## config.mk

```make
export PLATFORM = sky130hd
export DESIGN_NAME = vmem_requestor
export DESIGN_NICKNAME = d
export VERILOG_FILES = /design/src/rtl/vmem_requestor.sv
export SDC_FILE = /design/constraint.sdc
export NUM_CORES = 1
export LEC_CHECK = 0
export BUFFER_PORTS_ARGS = -buffer_cell sky130_fd_sc_hd__buf_2
export CORE_AREA = 2 2 124 126
export CTS_CLUSTER_SIZE = 24
export DETAILED_ROUTE_END_ITERATION = 10
export DIE_AREA = 0 0 126 128
export PLACE_DENSITY = 0.72
export SETUP_SLACK_MARGIN = 0.05
export SLEW_MARGIN = 10
export SYNTH_ARGS = -nofsm -noshare
export SYNTH_HDL_FRONTEND = slang
export SYNTH_SLANG_ARGS = --single-unit
```

## constraint.sdc

```tcl
create_clock -name clk -period 2.9 [get_ports clk]
set_input_delay 0.29 -clock clk [delete_from_list [all_inputs] [get_ports clk]]
set_output_delay 0.29 -clock clk [all_outputs]
set_load 0.005 [all_outputs]
```

## src/rtl/vmem_requestor.sv

```systemverilog
// Initiator for the vector memory request bus: runs one store or load burst at a time
// and buffers returned load beats in a small FIFO that drains independently of the FSM.
module vmem_requestor #(
   parameter int ADDR_RANGE   = 32768,
   parameter int LENGTH_RANGE = 32,
   parameter int BUS_WIDTH    = 32,
   parameter int FIFO_DEPTH   = 4,
   localparam int AW = $clog2(ADDR_RANGE),
   localparam int LW = $clog2(LENGTH_RANGE) + 1
) (
   input  logic                 clk,
   input  logic                 rst,
   input  logic                 i_cmd_valid,
   output logic                 o_cmd_ready,
   input  logic                 i_cmd_store,
   input  logic [AW-1:0]        i_cmd_addr,
   input  logic [LW-1:0]        i_cmd_length,
   input  logic [1:0]           i_cmd_mode,
   input  logic                 i_st_valid,
   output logic                 o_st_ready,
   input  logic [BUS_WIDTH-1:0] i_st_data,
   output logic                 o_ld_valid,
   input  logic                 i_ld_ready,
   output logic [BUS_WIDTH-1:0] o_ld_data,
   output logic                 o_busy,
   output logic                 o_done,
   output logic [BUS_WIDTH-1:0] o_wrdata,
   output logic [AW-1:0]        o_addr,
   output logic [LW-1:0]        o_length,
   output logic [1:0]           o_mode_out,
   output logic                 o_wr,
   output logic                 o_rd,
   output logic                 o_rddataready,
   input  logic                 i_ready,
   input  logic                 i_rddatavalid,
   input  logic [BUS_WIDTH-1:0] i_rddata
);

   // state | meaning
   // IDLE  | no burst; command port open
   // WRITE | store burst, beats move on st_valid & ready
   // READ  | load burst, beats move on rddatavalid & !fifo_full
   typedef enum logic [1:0] {
      S_IDLE  = 2'd0,
      S_WRITE = 2'd1,
      S_READ  = 2'd2
   } state_t;

   localparam int PW = (FIFO_DEPTH > 1) ? $clog2(FIFO_DEPTH) : 1;
   localparam int CW = PW + 1;

   state_t               r_state;
   state_t               w_state_nxt;
   logic [AW-1:0]        r_addr;
   logic [LW-1:0]        r_length;
   logic [1:0]           r_mode;
   logic [LW-1:0]        r_beat_cnt;
   logic                 r_done;

   logic [BUS_WIDTH-1:0] r_mem [FIFO_DEPTH];
   logic [PW-1:0]        r_wptr;
   logic [PW-1:0]        r_rptr;
   logic [CW-1:0]        r_count;

   logic w_full;
   logic w_empty;
   logic w_accept;
   logic w_accept_zero;
   logic w_wr_beat;
   logic w_rd_beat;
   logic w_beat;
   logic w_last;
   logic w_pop;

   assign w_full        = (r_count == CW'(FIFO_DEPTH));
   assign w_empty       = (r_count == '0);
   assign w_accept      = (r_state == S_IDLE) & i_cmd_valid;
   assign w_accept_zero = w_accept & (i_cmd_length == '0);
   assign w_wr_beat     = (r_state == S_WRITE) & i_st_valid & i_ready;
   assign w_rd_beat     = (r_state == S_READ) & i_rddatavalid & ~w_full;
   assign w_beat        = w_wr_beat | w_rd_beat;
   assign w_last        = w_beat & (r_beat_cnt == (r_length - LW'(1)));
   assign w_pop         = ~w_empty & i_ld_ready;

   always_ff @(posedge clk or posedge rst) begin
      if (rst) r_state <= S_IDLE;
      else     r_state <= w_state_nxt;
   end

   always_comb begin
      w_state_nxt   = r_state;
      o_wr          = 1'b0;
      o_rd          = 1'b0;
      o_rddataready = 1'b0;
      o_st_ready    = 1'b0;
      case (r_state)
         S_IDLE: begin
            if (i_cmd_valid && (i_cmd_length != '0))
               w_state_nxt = i_cmd_store ? S_WRITE : S_READ;
         end
         S_WRITE: begin
            o_wr       = i_st_valid;
            o_st_ready = i_ready;
            if (w_last) w_state_nxt = S_IDLE;
         end
         S_READ: begin
            o_rd          = 1'b1;
            o_rddataready = ~w_full;
            if (w_last) w_state_nxt = S_IDLE;
         end
         default: w_state_nxt = S_IDLE;
      endcase
   end

   // Bus fields are captured once per command and left in place after the burst.
   always_ff @(posedge clk or posedge rst) begin
      if (rst) begin
         r_addr     <= '0;
         r_length   <= '0;
         r_mode     <= '0;
         r_beat_cnt <= '0;
         r_done     <= 1'b0;
      end else begin
         r_done <= w_accept_zero | w_last;
         if (w_accept) begin
            r_addr     <= i_cmd_addr;
            r_length   <= i_cmd_length;
            r_mode     <= i_cmd_mode;
            r_beat_cnt <= '0;
         end else if (w_beat) begin
            r_beat_cnt <= r_beat_cnt + LW'(1);
         end
      end
   end

   always_ff @(posedge clk) begin
      if (w_rd_beat) r_mem[r_wptr] <= i_rddata;
   end

   always_ff @(posedge clk or posedge rst) begin
      if (rst) begin
         r_wptr  <= '0;
         r_rptr  <= '0;
         r_count <= '0;
      end else begin
         if (w_rd_beat) r_wptr <= r_wptr + PW'(1);
         if (w_pop)     r_rptr <= r_rptr + PW'(1);
         case ({w_rd_beat, w_pop})
            2'b10:   r_count <= r_count + CW'(1);
            2'b01:   r_count <= r_count - CW'(1);
            default: r_count <= r_count;
         endcase
      end
   end

   assign o_cmd_ready = (r_state == S_IDLE);
   assign o_busy      = (r_state != S_IDLE);
   assign o_done      = r_done;
   assign o_addr      = r_addr;
   assign o_length    = r_length;
   assign o_mode_out  = r_mode;
   assign o_wrdata    = i_st_data;
   assign o_ld_valid  = ~w_empty;
   assign o_ld_data   = r_mem[r_rptr];

endmodule

```

* After elaboration in Yosys (flattened, before gate mapping)
Memory sizes are Yosys's and may differ from the RTL's. Cells that the tools add are included.
Word-level totals: register bits 39, RAM bits 128, input bits 95, output and inout bits 95, logic and storage cells 59, memories 1
Memories:
- r_mem | words 4, width 32, rd ports 1, clocked after memory_dff 0, write ports 1, line 60 | logic [BUS_WIDTH-1:0] r_mem [FIFO_DEPTH];
Operators by class: add/subtract/negate cells 6, equal/unequal tests 8, mux-type cells 13, bitwise gates (word level) 12, reductions and logical operators 10
Operators by type and width (number):
- 2-to-1 mux 6 bit | 2
- bitwise AND 1 bit | 8
- adder 6 x 1 -> 6 bit (second input constant) | 1
- == test 6 bit | 1
- logical NOT 6 bit | 1
- 2-to-1 mux 1 bit | 6
- 2-to-1 mux 2 bit | 3
- one-hot mux 3 bit (2 select lines) | 1
- nonzero test 2 bit | 3
- nonzero test 6 bit | 1
- subtractor 6 x 1 -> 6 bit (second input constant) | 1
- adder 2 x 1 -> 2 bit (second input constant) | 2
- == test 2 x 1 -> 1 bit (second input constant) | 2
- == test 2 bit (second input constant) | 2
- inequality test 2 x 1 -> 1 bit (second input constant) | 2
- one-hot mux 2 bit (2 select lines) | 1
- adder 3 x 1 -> 3 bit (second input constant) | 1
- == test 3 bit (second input constant) | 1
- logical NOT 3 bit | 1
- subtractor 3 x 1 -> 3 bit (second input constant) | 1
- logical NOT 2 bit | 1
- inverter 1 bit | 2
- bitwise OR 1 bit | 2
- AND reduction 2 bit | 1
- 2 further kinds | 2

* Logic depth before layout (Yosys ltp)
Gate-level depths: netlist of the first run.
depth after elaboration 7, mapped depth 11, mapped depth without buffers 11

* Worst setup path before layout of the first run
Ideal clock, no wire load.
path kind register -> register, from register r_state[0], to memory r_mem[0][0], enable pin, library setup time 0.392 ns, arrival 1.879 ns, setup slack 0.629 ns, cell stages (with the launch flop) 6, path buffers 0, path through dfrtp_1 > inv_1 > ha_1 > nand2_1 > nor2_1 > and2_1
On the way: word-level cells in the longest chain between the ends 5
Ends and longest elaborated chain:
- start, declared | line 52 | state_t r_state;
- start signal, assigned | line 87 | else r_state <= w_state_nxt;
- == test 2 bit | line 80 | assign w_rd_beat = (r_state == S_READ) & i_rddatavalid & ~w_full;
- bitwise AND 1 bit (2 in a row) | line 80
- 2-to-1 mux 1 bit | line 137 | if (w_rd_beat) r_mem[r_wptr] <= i_rddata;
- 2-to-1 mux 1 bit (implied by the code) | line 137
- end, declared | line 60
Every way passes these cells.

* Final worst setup path of the first run
from register r_rptr[0], to output port o_ld_data[8]
On the way: word-level cells in the longest chain between the ends 1
Ends and longest elaborated chain:
- start, declared | line 62 | logic [PW-1:0] r_rptr;
- start signal, assigned | line 147 | if (w_pop) r_rptr <= r_rptr + PW'(1);
- memory (4 x 32 bit)
- end, declared | line 24 | output logic [BUS_WIDTH-1:0] o_ld_data,
Every way passes these cells.

==> impl_metrics.py, run 1 <==
metrics = {
    "route": {
        "wl_per_cell_um": 17.64,
        "totalWireLength_um": 12720,
        "first_pass_iters": 4,
        "drt_iter0_drc": 230,
        "vias_per_cell": 5.111,
        "vias": 3685,
        "ant_nets": 0,
        "drc": 0,
    },
    "place": {
        "place_ws_ns": 0.6705,
        "io_buffers": 125,
        "place.gp.congestion": 0.7804,
        "place_area_um2": 7498,
        "post-dp-hpwl_um": 8778,
    },
    "clock_network": {
        "hold_buffers": 0,
        "cts.repair.resized": 0,
        "cts_root_buffer": "clkbuf_16",
        "worstSkewPairLatency_ns": 0.42,
        "cts_tree": "yes",
        "clk_pin_slew_worst_paths_ns": 0.06,
        "numCtsBuffers": 17,
        "cts_setup_buffers": 0,
        "cts.sinks": 167,
        "clockBufferDepth": 2,
        "htree_num_levels": 4,
    },
    "floorplanning": {
        "core_um2": 14860,
        "start_util_pct": 45.99,
        "die_height_um": 128,
        "die-area_um2": 16130,
        "rows": 45,
        "pin_count": 190,
        "die_w_um": 126,
    },
    "setup_path": {
        "slowest_delay_ns": 0.78,
        "critical_path.top_delay_family": "flip-flops",
        "critPathRequiredTime_ns": 2.61,
        "critPathArrivalTime_ns": 2.25,
        "startpoint_type": "flip-flop",
        "path_cells": "buf_4, mux4_2, buf_2",
        "critPathBufInv": 2,
        "path_max_fanout": 19,
        "critical_path_class": "reg -> out",
        "cp_slowest_cell": "dfrtp_2",
        "critPathCaptureType": "output pin",
    },
    "sta": {
        "hold_viol_final": 0,
        "setup_viol": 0,
        "rsz0062_at_grt": "false",
        "slew-limit-headroom_pct": 41.52,
        "slew_violations": 0,
        "worst_pin_slew_ns": 0.8763,
        "tns_ns": 0,
        "fin_ws_ns": 0.3601,
        "max_clock_freq_mhz": 393.7,
        "period_share_pct": 87.58,
        "clock_skew_ns": 0.005585,
        "period_minus_slack_ns": 2.540,
    },
    "synth": {
        "synth_ff_type": "edfxtp_1",
        "yosysWarnings": 0,
        "async_flop_share_pct": 23.35,
        "netlist_area_um2": 6837,
        "ys_seq_area_share_pct": 70.50,
        "synth_edf_count": 128,
        "yosysTopAreaCell": "edfxtp_1",
        "synth.area.top_cells": "edfxtp_1 (56%), dfrtp_1 (14%), mux4_2 (11%)",
        "synth_nets": 518,
        "yosysTopAreaCellShare_pct": 56.22,
        "postSynthCellCount": 412,
        "synth-seq-cells": 167,
        "syn_area_per_cell_um2": 16.59,
        "synth_cell_types": 41,
    },
    "finish": {
        "finalInstanceArea_um2": 8085,
        "fillers": 1222,
        "area_growth_syn_to_layout_pct": 18.26,
        "num_antenna_cells": 0,
        "drive_gt1_share_pct": 39.40,
        "fin_nets": 626,
        "mostFrequentLayoutCells": "edfxtp_1 (128), buf_2 (125), nand2_1 (75)",
        "final_common_cell": "edfxtp_1",
    },
    "global_routing": {
        "grt_start_max_net_pins": 34,
        "grt_pass1_wl_um": 20220,
        "grt-ovfl-total": 0,
        "grt_pass1_vias": 3903,
        "track_usage_pct": 16.63,
        "antenna_found_initial": 1,
    },
    "hold_path": {
        "hp-class": "in -> async",
    },
    "power": {
        "total_power_w": 0.007653,
        "p_leak_nw": 3.212,
        "ir_worst_vdd_mv": 0.6027,
        "powerDensity_nw_per_um2": 946.5,
    },
    "run_status": {
        "status": "finished, final reports clean",
    },
    "job": {
        "drv_cap": 0,
    },
}
area by class of cell:
class,instances,area (um^2),area share [%]
well taps,188,235.2,2.909
multi-input cells,185,1672,20.67
inverters,13,48.80,0.6035
flip-flops and latches,167,4822,59.64
clock inverters,14,157.7,1.950
clock buffers,18,429.2,5.308
repair buffers,136,720.7,8.914
state kept, by name, indices dropped and copies added (netlist names):
signal      cells
o_length        6
o_done          1
r_rptr          2
o_addr         15
o_mode_out      2
r_state         2
r_beat_cnt      6
r_wptr          2
r_mem         128
r_count         3
layer usage:
layer	GRT usage [%]	part of all wire (%)	up-vias
li1	-	-	1692
met1	20.12	41	1791
met2	27.29	48	167
met3	5.676	7.9	33
met4	7.434	2.4	2
met5	0	0.10	-
final timing paths:
check	startpoint	end	slack, ns	depth (start not counted)
setup / recovery	r_rptr[0]	o_ld_data[8]	0.36	3
hold / removal	rst	o_length[2]	0.05	2
setup reg to reg	r_state[0]	r_mem[1][13]	0.69	6
hold reg to reg	o_addr[1]	o_addr[1]	0.48	2
max in group asynchronous	rst	o_addr[7]	2.11	3
min in group clk	i_cmd_addr[10]	o_addr[10]	0.06	3
kinds of logic after synthesis:
logic type / count (synthesis) / share of synthesized area, %
flip-flops: 167 / 70.50
adder cells (fa/ha/maj): 11 / 2.123
XOR/XNOR: 19 / 2.709
AND/OR/NAND/NOR: 107 / 6.955
buffers and inverters: 60 / 5.124
multiplexers: 35 / 10.98
AO/OA/AOI/OAI: 13 / 1.611
Yosys cell counts (2+ instances only):
cell      count
and2_1        8
or4_1         2
xnor2_1       8
mux2i_1       3
mux4_2       32
edfxtp_1    128
nand2_1      75
dfrtp_1      39
buf_2         4
nand4_1       2
nor2_1        9
buf_4        32
ha_1         10
xor2_1       10
inv_1        12
clkbuf_1     10
o21ai_1       4
per-stage QoR:
stage	util, %	cells	hold slack (ns)
6_report	54.39	721	0.04896
5_1_grt	54.39	721	0.04767
4_1_cts	54.39	721	0.03877
3_5_place_dp	50.45	689	0.4589
3_3_place_gp	50.45	689	0.4555
2_1_floorplan	-	412	0.3889
where the power goes:
part           switching (W)  leakage (nW)  total [W]  internal [W]
Clock               0.000873         0.281    0.00222       0.00134
Sequential          0.000397          1.64    0.00334       0.00295
Combinational       0.000960          1.29    0.00209       0.00113
Total                0.00223          3.21    0.00765       0.00542
No activity file was read; power rests on OpenSTA's default activity.
==> run 2, diff against run 1 <==
--- a/config.mk
+++ b/config.mk
@@ -5,12 +5,13 @@
 export SDC_FILE = /design/constraint.sdc
 export NUM_CORES = 1
 export LEC_CHECK = 0
+export ABC_AREA = 1
 export BUFFER_PORTS_ARGS = -buffer_cell sky130_fd_sc_hd__buf_2
-export CORE_AREA = 2 2 124 126
+export CORE_AREA = 2 2 126 128
 export CTS_CLUSTER_SIZE = 24
 export DETAILED_ROUTE_END_ITERATION = 10
-export DIE_AREA = 0 0 126 128
-export PLACE_DENSITY = 0.72
+export DIE_AREA = 0 0 128 130
+export PLACE_DENSITY = 0.71
 export SETUP_SLACK_MARGIN = 0.05
 export SLEW_MARGIN = 10
 export SYNTH_ARGS = -nofsm -noshare
==> run 2 against run 1 <==
Against the previous run: the run now ends with hold timing left; sequential share of layout area is 0.96 points lower; combinational power is 27% higher; first-iteration DRC count is 32% higher; count of clock-buffer cells in the layout is 5 higher; global-route usage is 1.4 points higher; sequential power is 5% lower; clock skew is 0.0039 ns higher; register-to-register slack better by 0.16 ns; setup slack better by 0.27 ns; via count is 27% higher; critical endpoint is now o_ld_data[0].
==> impl_metrics.py, run 2 <==
metrics = {
    "run_status": {
        "status": "finished with violations",
        "violations": "hold timing",
    },
    "sta": {
        "rsz0062_at_grt": "false",
        "worst_pin_slew_ns": 1.058,
        "clock_skew_ns": 0.009498,
        "slew-limit-headroom_pct": 29.05,
        "tns_ns": 0,
        "max_clock_freq_mhz": 440.5,
        "period_share_pct": 78.28,
        "hold_viol_final": 14,
        "hold_slack_ns": -0.005908,
        "slew_violations": 0,
        "period_minus_slack_ns": 2.270,
        "setup_viol": 0,
    },
    "setup_path": {
        "critPathRequiredTime_ns": 2.61,
        "cp_slowest_cell": "dfrtp_1",
        "critPathBufInv": 3,
        "critical_path.top_delay_family": "buffers and inverters",
        "cp_num_cells": 5,
        "startpoint_type": "flip-flop",
        "critPathCaptureType": "output pin",
        "critPathArrivalTime_ns": 1.98,
        "slowest_delay_ns": 0.56,
        "critical_path_class": "reg -> out",
        "path_max_fanout": 32,
        "worstRegToRegCells": 11,
        "path_cells": "inv_1, buf_4, o21ai_0, o22ai_1, buf_2",
    },
    "floorplanning": {
        "rows": 46,
        "core_um2": 15420,
        "start_util_pct": 45.47,
        "pin_count": 190,
        "die_w_um": 128,
        "die_height_um": 130,
        "die-area_um2": 16640,
    },
    "synth": {
        "netlist_area_um2": 7013,
        "yosysTopAreaCellShare_pct": 54.81,
        "synth-seq-cells": 167,
        "yosysMostFrequentCell": "edfxtp_1",
        "syn_area_per_cell_um2": 11.61,
        "yosysWarnings": 0,
        "synth_common_cells": "edfxtp_1 (128), nand2_1 (97), nor2_1 (82), o21ai_0 (73), dfrtp_1 (39)",
        "synth_nets": 710,
        "synth_cell_types": 29,
        "yosysTopAreaCell": "edfxtp_1",
        "synth_ff_type": "edfxtp_1",
        "synth.area.top_cells": "edfxtp_1 (55%), dfrtp_1 (14%), o21ai_0 (5.2%)",
        "ys_seq_area_share_pct": 68.72,
        "synth_edf_count": 128,
        "async_flop_share_pct": 23.35,
        "postSynthCellCount": 604,
    },
    "clock_network": {
        "worstSkewPairLatency_ns": 0.42,
        "hold_buffers": 0,
        "clk_pin_slew_worst_paths_ns": 0.06,
        "cts_tree": "yes",
        "cts_root_buffer": "clkbuf_16",
        "clockBufferDepth": 2,
        "cts.sinks": 167,
        "cts.repair.resized": 0,
        "numCtsBuffers": 17,
        "cts_setup_buffers": 0,
        "htree_num_levels": 4,
    },
    "route": {
        "ant_nets": 0,
        "drc": 0,
        "vias": 4667,
        "wl_per_cell_um": 15.85,
        "drt_iter0_drc": 304,
        "vias_per_cell": 5.140,
        "first_pass_iters": 4,
        "totalWireLength_um": 14390,
    },
    "power": {
        "p_leak_nw": 3.407,
        "total_power_w": 0.007887,
        "powerDensity_nw_per_um2": 960.0,
        "ir_worst_vdd_mv": 0.4858,
    },
    "finish": {
        "num_antenna_cells": 0,
        "drive_gt1_share_pct": 26.54,
        "final_common_cell": "edfxtp_1",
        "largest_reg_flops": 128,
        "area_growth_syn_to_layout_pct": 17.15,
        "top_register": "r_mem",
        "finalInstanceArea_um2": 8215,
        "finalCoreUtilization_pct": 53.26,
        "mostFrequentLayoutCells": "edfxtp_1 (128), buf_2 (125), nand2_1 (97)",
        "fin_nets": 809,
        "layoutNonFillerInstCount": 908,
    },
    "global_routing": {
        "grt-ovfl-total": 0,
        "grt_pass1_wl_um": 23050,
        "grt_start_max_net_pins": 66,
        "antenna_found_initial": 0,
        "grt_pass1_vias": 4757,
        "track_usage_pct": 18.07,
    },
    "place": {
        "place_inst": 876,
        "place.gp.congestion": 0.8767,
        "io_buffers": 125,
        "place_area_um2": 7670,
        "post-dp-hpwl_um": 9519,
    },
    "job": {
        "drv_cap": 0,
    },
    "hold_path": {
        "hp-class": "in -> async",
    },
}
==> run 2: logic make-up (layout without fill, tap and decap cells) <==
group                    count (synthesis)  in the layout  synth area share, %
AO/OA/AOI/OAI                          112            112                8.564
AND/OR/NAND/NOR                        210            210                12.88
flip-flops                             167            167                68.72
buffers and inverters                   99            211                7.137
XOR/XNOR                                 5              5               0.6244
adder cells (fa/ha/maj)                 11             11                2.070
==> run 2: power breakdown <==
part | switching [W] | internal [W]
logic | 0.00163 | 0.00102
registers | 0.000234 | 0.00294
clock network | 0.000849 | 0.00122
total | 0.00271 | 0.00517
==> run 2: metrics by stage <==
step,setup slack (ns),hold slack (ns)
after floorplan,0.2355,0.3889
after global placement,0.8727,0.4570
after detailed placement,0.8282,0.4649
after CTS,0.6270,0.04913
after global routing,0.4873,0.04395
final,0.6299,-0.005908
==> run 2: final cells by class <==
cell class / instances / area [um^2]
Clock buffer: 23 / 467.9
Multi-Input combinational cell: 338 / 1723
Sequential cell: 167 / 4821
Inverter: 42 / 157.7
Fill cell: 1335 / 7209
Timing Repair Buffer: 137 / 728.2
Clock inverter: 9 / 77.57
Tap cell: 192 / 240.2
==> run 2: per-layer routing <==
metal | wire [um] | part of all wire (%) | vias to the layer above | GRT usage [%]
met1 | 5789 | 40 | 2201 | 21.14
met3 | 1213 | 8.4 | 23 | 6.601
li1 | - | - | 2238 | -
met5 | 0 | 0 | - | 0
met4 | 175 | 1.2 | 0 | 5.559
met2 | 7212 | 50 | 205 | 31.36
==> run 2: path summary, 6_finish.rpt <==
path                                 from            end  slack, ns
max in group asynchronous             rst      o_addr[2]       2.27
setup / recovery                r_rptr[1]   o_ld_data[0]       0.63
setup reg to reg               r_state[0]     r_count[2]       0.85
hold reg to reg             o_mode_out[1]  o_mode_out[1]       0.48
min in group clk           i_cmd_addr[11]     o_addr[11]       0.06
hold / removal                        rst     o_addr[12]     -0.006
==> run 3, diff against run 2 <==
--- a/config.mk
+++ b/config.mk
@@ -11,7 +11,7 @@
 export CTS_CLUSTER_SIZE = 24
 export DETAILED_ROUTE_END_ITERATION = 10
 export DIE_AREA = 0 0 128 130
-export PLACE_DENSITY = 0.71
+export PLACE_DENSITY = 0.74
 export SETUP_SLACK_MARGIN = 0.05
 export SLEW_MARGIN = 10
 export SYNTH_ARGS = -nofsm -noshare
==> constraint.sdc (replaced) <==
create_clock -name clk -period 1.8 [get_ports clk]
set_input_delay 0.18 -clock clk [delete_from_list [all_inputs] [get_ports clk]]
set_output_delay 0.18 -clock clk [all_outputs]
set_load 0.005 [all_outputs]
==> run 3 against run 2 <==
Against the previous run: the run ends with setup timing left; non-clock buffer count is 85 higher; sequential cell count stayed put; cell count is 9.1% higher; final area is 15% higher; critical path depth stayed put; setup slack worse by 0.66 ns; combinational power is 110% higher; sequential power is 61% higher; first-iteration DRC count is 9.5% higher; via count is 6.4% higher; critical endpoint is now o_ld_data[24].
==> impl_metrics.py, run 3 (same netlist as run 2, synthesis figures left out) <==
metrics = {
    "floorplanning": {
        "core_um2": 15420,
        "start_util_pct": 45.47,
        "pin_count": 190,
        "die_height_um": 130,
        "rows": 46,
        "die_w_um": 128,
        "die-area_um2": 16640,
    },
    "route": {
        "totalWireLength_um": 15760,
        "vias": 4968,
        "wl_per_cell_um": 15.90,
        "drc": 0,
        "vias_per_cell": 5.013,
        "drt_iter0_drc": 333,
        "first_pass_iters": 5,
        "ant_nets": 0,
    },
    "power": {
        "total_power_w": 0.01415,
        "p_leak_nw": 3.908,
        "ir_worst_vdd_mv": 1.002,
        "internal-power_w": 0.009322,
        "pwr-share-seq_pct": 36.0,
        "swShare_pct": 34.10,
        "p_switching_w": 0.004824,
        "clkPwrFrac_pct": 25.0,
        "powerDensity_nw_per_um2": 1500,
        "combPwrFrac_pct": 39.0,
    },
    "run_status": {
        "status": "finished with violations",
        "violations": "setup timing",
    },
    "clock_network": {
        "cts_tree": "yes",
        "cts.sinks": 167,
        "worstSkewPairLatency_ns": 0.42,
        "numCtsBuffers": 17,
        "htree_num_levels": 4,
        "cts_root_buffer": "clkbuf_16",
        "clockBufferDepth": 2,
        "clk_pin_slew_worst_paths_ns": 0.06,
    },
    "finish": {
        "largest_reg_flops": 128,
        "mostFrequentLayoutCells": "edfxtp_1 (128), buf_2 (125), nand2_1 (96)",
        "final_common_cell": "edfxtp_1",
        "top_register": "r_mem",
        "fin_nets": 894,
        "fillers": 1184,
        "num_antenna_cells": 0,
        "finalCoreUtilization_pct": 61.12,
        "area_growth_syn_to_layout_pct": 34.43,
        "drive_gt1_share_pct": 33.67,
    },
    "sta": {
        "hold_slack_ns": 0.02173,
        "slew_violations": 0,
        "max_clock_freq_mhz": 547.7,
        "hold_viol_final": 0,
        "worst_pin_slew_ns": 0.4936,
        "rsz0062_at_grt": "true",
        "clock_skew_ns": 0.008450,
        "period_share_pct": 101.4,
        "period_minus_slack_ns": 1.826,
        "fin_ws_ns": -0.02587,
        "setup_viol": 16,
        "tns_ns": -0.2025,
        "slew-limit-headroom_pct": 67.09,
    },
    "place": {
        "post-dp-hpwl_um": 9812,
        "io_buffers": 125,
        "place_ws_ns": -0.01580,
        "place.gp.congestion": 0.7614,
    },
    "setup_path": {
        "startpoint_type": "flip-flop",
        "worstRegToRegCells": 10,
        "critPathRequiredTime_ns": 1.62,
        "critical_path_class": "reg -> out",
        "path_cells": "clkinv_4, buf_12, nor2_1, o22ai_1, buf_2",
        "critPathCaptureType": "output pin",
        "path_max_fanout": 24,
        "critPathArrivalTime_ns": 1.65,
        "cp_slowest_cell": "dfrtp_2",
        "slowest_delay_ns": 0.48,
    },
    "global_routing": {
        "grt_pass1_wl_um": 24250,
        "track_usage_pct": 19.06,
        "grt_pass1_vias": 5051,
        "antenna_found_initial": 0,
        "grt-ovfl-total": 0,
        "grt_start_max_net_pins": 40,
    },
    "hold_path": {
        "hp-class": "in -> reg",
        "min_path_cells": 1,
    },
    "job": {
        "drv_cap": 0,
    },
}
## run 3: cell types whose count changed in the layout (fill, tap and decap cells not counted), moves of 9 or more
cell | previous run | this run
buf_12 | 1 | 10
dlygate4sd3_1 | 0 | 51
o21ai_2 | 0 | 15
nor2_1 | 78 | 68
o21ai_1 | 1 | 20
nor2_2 | 2 | 11
o21ai_0 | 73 | 38
buf_4 | 11 | 22
buf_6 | 0 | 9
## run 3: power by group through the flow
stage	sequential [W]	clock (W)	combinational, W
finish	0.00510	0.00354	0.00551
global placement	0.00512	0	0.00444
detailed placement	0.00512	0	0.00458
global route	0.00516	0.00373	0.00616
floorplan	0.00510	0	0.00275
CTS	0.00507	0.00358	0.00500
## run 3: critical path, delay by kind of cell, from the launching register on
kind	cells	cell delay (ns)
DFF	1	0.48
AOI/OAI and AO/OA	1	0.22
and+or+nand+nor	1	0.06
buffers and inverters	3	0.46
## run 3: path summary, 6_finish.rpt
kind	from	to	slack, ns
worst min register to register	o_addr[13]	o_addr[13]	0.48
min in group asynchronous	rst	o_done	0.47
max in group asynchronous	rst	r_rptr[0]	0.97
worst min-delay path	i_rddata[11]	r_mem[0][11]	0.02
worst max-delay path	r_rptr[0]	o_ld_data[24]	-0.03
worst max register to register	r_count[1]	r_count[2]	-0.02
## run 3: cell type report
| type | instances | area, um^2 | share of cell area (%) |
|---|---|---|---|
| Inverter | 42 | 165.2 | 1.752 |
| Multi-Input combinational cell | 338 | 1924 | 20.41 |
| Sequential cell | 167 | 4821 | 51.13 |
| Timing Repair Buffer | 222 | 1710 | 18.14 |
| Clock buffer | 21 | 440.4 | 4.672 |
| Clock inverter | 9 | 126.4 | 1.340 |
| Tap cell | 192 | 240.2 | 2.548 |
## run 3: metal layers
metal  vias to the layer above  global-route usage (%)  share of wire [%]
met4                         0                   7.175                1.5
met1                      2327                   21.83                 39
met5                         -                       0                  0
li1                       2406                       -                  -
met3                        19                   6.273                8.5
met2                       216                   33.50                 51
## run 3: repair_timing
action / CTS / global route
buffers inserted: 8 / 10
pin swaps: 6 / 13
hold buffers: 51 / 0
hold endpoints to repair: 182 / 0
resized for setup: 16 / 88
endpoints found under the setup margin: 28 / 150
gates cloned: 1 / 3
## run 3: per-stage QoR
stage / cells / area, um^2
CTS: 978 / 9075
floorplan: 604 / 7061
detailed placement: 888 / 7853
finish: 991 / 9428
global route: 991 / 9428
global placement: 888 / 7853
